$ cat config.mk
export PLATFORM = sky130hd
export DESIGN_NAME = uart_time_reporter
export DESIGN_NICKNAME = d
export VERILOG_FILES = /design/src/rtl/uart_time_reporter.sv
export SDC_FILE = /design/constraint.sdc
export NUM_CORES = 1
export LEC_CHECK = 0
export ABC_CLOCK_PERIOD_IN_PS = 3500
export BUFFER_PORTS_ARGS = -buffer_cell sky130_fd_sc_hd__buf_2
export CAP_MARGIN = 20
export CORE_ASPECT_RATIO = 1.5
export CORE_UTILIZATION = 55
export CTS_BUF_LIST = sky130_fd_sc_hd__clkbuf_4
export DETAILED_ROUTE_END_ITERATION = 16
export GPL_ROUTABILITY_DRIVEN = 1
export PLACE_DENSITY = 0.83
export RECOVER_POWER = 25
export SYNTH_ARGS = -nofsm -noshare
export SYNTH_HDL_FRONTEND = slang
export SYNTH_SLANG_ARGS = --single-unit
$ cat constraint.sdc
create_clock -name clk -period 3.5 [get_ports clk]
set_input_delay 1.05 -clock clk [delete_from_list [all_inputs] [get_ports clk]]
set_output_delay 1.05 -clock clk [all_outputs]
set_load 0.02 [all_outputs]
$ cat src/rtl/uart_time_reporter.sv
// Sends a snapshot of the BCD time as "HH:MM:SS[CR]LF" to UART_tx, one byte per start/done handshake.
// Optional feature: define UART_REPORT_CRLF_EN to terminate with CR LF instead of LF alone.
module uart_time_reporter #(
  parameter int unsigned TIMEOUT_CYC = 2_000_000,
  parameter logic [7:0]  SEP_CHAR    = 8'h3A
) (
  input  logic       clk,
  input  logic       reset,
  input  logic       report_req_i,
  input  logic [7:0] hour_bcd_i,
  input  logic [7:0] min_bcd_i,
  input  logic [7:0] sec_bcd_i,
  input  logic       tx_busy_i,
  input  logic       tx_done_i,
  output logic       tx_start_o,
  output logic [7:0] tx_data_o,
  output logic       rpt_busy_o,
  output logic       rpt_done_o,
  output logic       rpt_err_o
);

`ifdef UART_REPORT_CRLF_EN
  localparam int unsigned MSG_LEN = 10;
`else
  localparam int unsigned MSG_LEN = 9;
`endif
  localparam int unsigned TW = $clog2(TIMEOUT_CYC + 1);
  localparam logic [TW-1:0] TMO_LAST = TW'(TIMEOUT_CYC - 1);
  localparam logic [3:0]    IDX_LAST = 4'(MSG_LEN - 1);

  typedef enum logic [1:0] {IDLE, ISSUE, WAIT_DONE, WAIT_IDLE} state_t;

  state_t        state_q;
  logic [3:0]    idx_q;
  logic          pending_q;
  logic [7:0]    hour_q, min_q, sec_q;
  logic [TW-1:0] timer_q;
  logic [7:0]    byte_d;

  function automatic logic [7:0] digit(input logic [3:0] n);
    return (n <= 4'd9) ? {4'h3, n} : 8'h3F;
  endfunction

  // LF is the default so the last index maps to it in both terminator builds
  always_comb begin
    byte_d = 8'h0A;
    case (idx_q)
      4'd0:    byte_d = digit(hour_q[7:4]);
      4'd1:    byte_d = digit(hour_q[3:0]);
      4'd2:    byte_d = SEP_CHAR;
      4'd3:    byte_d = digit(min_q[7:4]);
      4'd4:    byte_d = digit(min_q[3:0]);
      4'd5:    byte_d = SEP_CHAR;
      4'd6:    byte_d = digit(sec_q[7:4]);
      4'd7:    byte_d = digit(sec_q[3:0]);
`ifdef UART_REPORT_CRLF_EN
      4'd8:    byte_d = 8'h0D;
`endif
      default: byte_d = 8'h0A;
    endcase
  end

  always_ff @(posedge clk or posedge reset) begin
    if (reset) begin
      state_q    <= IDLE;
      idx_q      <= '0;
      pending_q  <= 1'b0;
      hour_q     <= '0;
      min_q      <= '0;
      sec_q      <= '0;
      timer_q    <= '0;
      tx_start_o <= 1'b0;
      tx_data_o  <= 8'h00;
      rpt_busy_o <= 1'b0;
      rpt_done_o <= 1'b0;
      rpt_err_o  <= 1'b0;
    end else begin
      tx_start_o <= 1'b0;
      rpt_done_o <= 1'b0;
      rpt_err_o  <= 1'b0;
      if (report_req_i && rpt_busy_o) pending_q <= 1'b1;
      case (state_q)
        IDLE: begin
          if (report_req_i || pending_q) begin
            hour_q     <= hour_bcd_i;
            min_q      <= min_bcd_i;
            sec_q      <= sec_bcd_i;
            idx_q      <= '0;
            pending_q  <= 1'b0;
            rpt_busy_o <= 1'b1;
            state_q    <= ISSUE;
          end
        end
        ISSUE: begin
          tx_data_o  <= byte_d;
          tx_start_o <= 1'b1;
          timer_q    <= '0;
          state_q    <= WAIT_DONE;
        end
        WAIT_DONE, WAIT_IDLE: begin
          if (timer_q == TMO_LAST) begin
            // abort drops any queued request as well
            rpt_err_o  <= 1'b1;
            rpt_busy_o <= 1'b0;
            pending_q  <= 1'b0;
            state_q    <= IDLE;
          end else if (state_q == WAIT_DONE) begin
            timer_q <= timer_q + 1'b1;
            if (tx_done_i) state_q <= WAIT_IDLE;
          end else if (!tx_done_i && !tx_busy_i) begin
            if (idx_q == IDX_LAST) begin
              rpt_done_o <= 1'b1;
              rpt_busy_o <= 1'b0;
              state_q    <= IDLE;
            end else begin
              idx_q   <= idx_q + 1'b1;
              state_q <= ISSUE;
            end
          end else begin
            timer_q <= timer_q + 1'b1;
          end
        end
        default: state_q <= IDLE;
      endcase
    end
  end

endmodule

; ---- Word-level counts from Yosys, hierarchy flattened
; Index checks and enable logic that the tools add are counted.
[word_totals]
reg_bits = 64
latchBits = 0
ram_bits = 0
rom_bits = 0
inputBits = 29
wordCells = 101
n_memories = 0
[op_classes]
n_addsub = 2
multipliers = 0
div = 0
magnitude_cmp = 6
eq_ne = 23
n_shift = 0
muxes = 42
bitwise_logic = 0
n_reduce_logical = 16
[op_table]
columns = op, n
row1 = $mux W21, 3
row2 = $mux W4, 11
row3 = $pmux W21 S2, 1
row4 = $pmux W6 S7, 1
row5 = $le A4 B4 Y1 const B, 6
row6 = $add A21 B1 Y21 const B, 1
row7 = $eq A21 B21 Y1 const B, 1
row8 = $mux W1, 17
row9 = $eq A4 B3 Y1 const B, 4
row10 = $ne A3 B3 Y1 const B, 4
row11 = $mux W2, 5
row12 = $ne A2 B2 Y1 const B, 5
row13 = $eq A4 B2 Y1 const B, 2
row14 = $ne A4 B4 Y1 const B, 2
row15 = $pmux W4 S2, 1
row16 = $pmux W2 S3, 1
row17 = $reduce_and A3 Y1, 2
row18 = $reduce_and A6 Y1, 1
row19 = $reduce_and A5 Y1, 1
row20 = $add A4 B1 Y4 const B, 1
row21 = $eq A2 B2 Y1 const B, 2
row22 = $eq A4 B1 Y1 const B, 1
row23 = $eq A4 B4 Y1 const B, 1
row24 = $logic_not A4 Y1, 1
row25 = other kinds (9), 14

; ---- Depth between registers and ports, before layout
[depth]
ltp_word = 6
depth_mapped = 8

; ---- Worst setup path after synthesis
; No wires, ideal clock.
[synth_path]
path_kind = input port to flip-flop
from = input tx_busy_i
to = register idx_q[2]
setup_time_ns = 0.137
t_arrival_ns = 2.121
required_time_ns = 3.363
setup_slack_ns = 1.242
stages = 5
n_path_buf = 0
path_cell_list = nor3b_1 > nand3_1 > a21oi_1 > nand2_1 > mux2i_1
[synth_between]
elab_chain_len = 4
[synth_rtl]
columns = element, line
row1 = "start, declared", 13  ; input logic tx_busy_i,
row2 = $logic_not A1 Y1, 110  ; end else if (!tx_done_i && !tx_busy_i) begin
row3 = $logic_and A1 B1 Y1, 110
row4 = $ne A2 B2 Y1 (no line), -
row5 = $reduce_and A6 Y1 (no line), -
row6 = "end signal, assigned", 116  ; idx_q <= idx_q + 1'b1;
row7 = "end, declared", 34  ; logic [3:0] idx_q;
; No other way between the ends.
; A chain may end at the register's enable or synchronous reset.

; ---- Worst setup path after layout
[layout_path]
from = register state_q[1]
to = register tx_data_o[0]
[layout_between]
elab_chain_len = 1
[layout_rtl]
columns = element, line
row1 = "start, declared", 33  ; state_t state_q;
row2 = "start signal, assigned", 65  ; state_q <= IDLE;
row3 = "start signal, assigned", 91  ; state_q <= ISSUE;
row4 = "start signal, assigned", 98  ; state_q <= WAIT_DONE;
row5 = $eq A2 B1 Y1, 82  ; case (state_q)
row6 = "end signal, assigned", 95  ; tx_data_o <= byte_d;
row7 = "end, declared", 16  ; output logic [7:0] tx_data_o,
; No other way between the ends.

==> qor.txt <==
Accumulated negative setup slack -> 0 ps
Placed Instance Area -> 0.00343 sq mm
Count leader, synth -> nand2_1
Hold_buf cts -> 0
Worst Path Required -> 3870 ps
Die area -> 0.00611 sq mm
CP startpoint kind -> flip-flop
Compound-gate portion of the synthesized area -> 0.161
M3 GR Usage -> 0.0610
Sink Count -> 61
Global route total overflow -> 0
Syn_area_per_cell -> 8.78 sq um
Yosys cell types -> 50
Post-route clock period utilization -> 0.681
Routed vias -> 2752
Met1 GRT Util -> 0.270
Die height -> 95.2 um
RePlAce Congestion -> 0.901
Mapped cell area -> 0.00319 sq mm
Worst-Skew Late Latency -> 420 ps
CP max stage cell -> dfrtp_1
YS warnings -> 0
Final cell count without fillers -> 479
Port Buffer Count -> 38
Post-Synth Adder-Cell Area -> 0.0196
Antenna cells -> 0
DRT antenna net count -> 0
Worst Max-Slew Pin Slew -> 941 ps
Core Box Area -> 0.00553 sq mm
Initial Util -> 0.576
IO Count -> 41
Most frequent CP cell -> inv_1
Worst vdd ir -> 0.380 mV
XOR/XNOR Fraction of Synth Area -> 0.0247
Min cycle time layout -> 2380 ps
Post-cts gate resize count -> 0
Max-slew violation count -> 0
Row cnt -> 33
Tot GR Track Use -> 0.251
Filler instances -> 483
Number of synthesized register bits -> 61
Setup ws final -> 1120 ps
Setup-failing EPs final -> 0
Main combinational cell family by area after synthesis -> simple AND/OR/NAND/NOR gates
Pre-CTS WS -> 887 ps
WL/cell -> 14.3 um
Die Wd -> 64.2 um
Drt pass-1 iters -> 5
Synth Flop Type -> dfrtp_1
Max Clock Freq -> 419 MHz
Drt via density -> 5.75
Met2 Usage GRT -> 0.449
Commonest cells in the netlist -> nand2_1 (100), dfrtp_1 (61), nor2_1 (26)
# Post-CTS Setup Buffers -> 0
Num CTS Buffers -> 9
Post-synthesis mux area share -> 0.0102
RSZ-0062 raised after global routing -> false
Power consumption -> 2.64 mW
Dpl cells -> 463
Async S/R FF share, synth -> 1.00
Vias in the first global route -> 2666
First-pass GRT wire length -> 11600 um
Share of cells above drive strength 1 -> 0.178
P per Cell Area -> 737 mW/mm^2
CTS root buf -> clkbuf_4
Crit path cell chain -> inv_1 > nand2_1 > buf_4 > inv_1 > o211ai_1 > a31oi_1 > a22o_1
Dominant cells by area after synthesis -> dfrtp_1 (48%), nand2_1 (12%), a21oi_1 (3.6%)
Initial antenna violation count -> 0
Hold Path Class -> flip-flop to flip-flop
Maximum fanout along the worst path -> 21
Area growth from synthesis to layout -> 12.5%
Final hold violation count -> 0
Yosys top cell area share -> 0.479
Total wire length -> 6830 um
Static Leak -> 1.71 nW
Post-synth EDFFs -> 0
H-Tree Depth -> 3
Element type at the critical path end -> flip-flop
Clock Skew -> 10.1 ps
# DRC -> 0
Final nets -> 438
Synth area leader -> dfrtp_1
Largest net degree at the start of global routing -> 36
CP max stage delay -> 620 ps
Worst slew margin -> 0.372
Register area share after synthesis -> 0.479
Cells after Synth -> 363
Critical path class -> flip-flop to flip-flop
CTS clk-pin slew, worst paths -> 110 ps
Worst Path Arrival -> 2750 ps
Post-synthesis simple-gate area fraction -> 0.268
Status -> completed
Design area -> 0.00359 sq mm
CTS tree -> done
Drt first-iter violations -> 224
Busiest grt layer -> met2
Hpwl dp -> 4920 um
Clock buffer depth -> 2
# Max-Cap Violations -> 0
## final timing paths
check,from,to,slack (ps),cells after the start
max,state_q[1],tx_data_o[0],1120,7
min,min_q[0],min_q[0],480,2
max reg2reg,state_q[1],tx_data_o[0],1120,7
min reg2reg,min_q[0],min_q[0],480,2
max in group asynchronous,reset,timer_q[20],1330,3
min in group asynchronous,reset,sec_q[5],820,2
## cells by family (layout without fill, tap and decap cells)
kind of cell / Yosys count / after routing
simple gates: 181 / 181
compound gates: 77 / 77
flops: 61 / 61
buf+inv: 26 / 71
xor+xnor: 9 / 9
fa+ha+maj: 5 / 5
mux: 3 / 3
other cells: 1 / 2
## through the flow
| stage | utilization | hold slack, ps |
|---|---|---|
| final | 0.648 | 480 |
| after detailed placement | 0.620 | 459 |
| after global placement | 0.620 | 456 |
| after global routing | 0.648 | 516 |
| after CTS | 0.649 | 485 |
| after floorplan | - | 437 |
## sequential cells by signal, indices dropped and copies added (netlist names), 2 cells and up
register and cells:
timer_q 21, idx_q 4, tx_data_o 5, min_q 8, hour_q 8, state_q 2
sec_q 8
## cell usage in the layout, fill, tap and decap left out, types with 5 or more instances in the layout
cell type and n:
o211ai_1 6, nor3_1 6, inv_1 12, buf_2 38, nand2_1 100, clkbuf_4 9, ha_1 5, xnor2_1 5
or3_1 5, nor2_1 26, o22ai_1 5, nand3_1 12, o21ai_0 11, dfrtp_1 61, a21oi_1 23, nand4_1 8
o21a_1 5
## critical path: cells and delay by family (launching register included)
family	cells	cell delay (ps)
AO/OA/AOI/OAI	3	680
buffers and inverters	3	950
flip-flops	1	620
AND/OR/NAND/NOR	1	70
## routing by layer
metal,vias up,share of wire
met3,20,0.039
met2,70,0.53
met5,-,0
met4,0,0.032
met1,1316,0.40
li1,1346,-
## report_power, final
group | internal [mW] | switching, mW | total, mW
clock network | 0.285 | 0.272 | 0.558
logic | 0.365 | 0.531 | 0.896
registers | 0.930 | 0.259 | 1.19
## cell type report
cell class | count | area, sq um | share of cell area
clock inverters | 7 | 90.1 | 0.0251
clock buffers | 9 | 67.6 | 0.0188
inverters | 13 | 48.8 | 0.0136
repair buffers | 42 | 218 | 0.0607
well taps | 70 | 87.6 | 0.0244
multi-input cells | 277 | 1550 | 0.432
flip-flops and latches | 61 | 1530 | 0.426
Power figures use the tool's default switching activity.
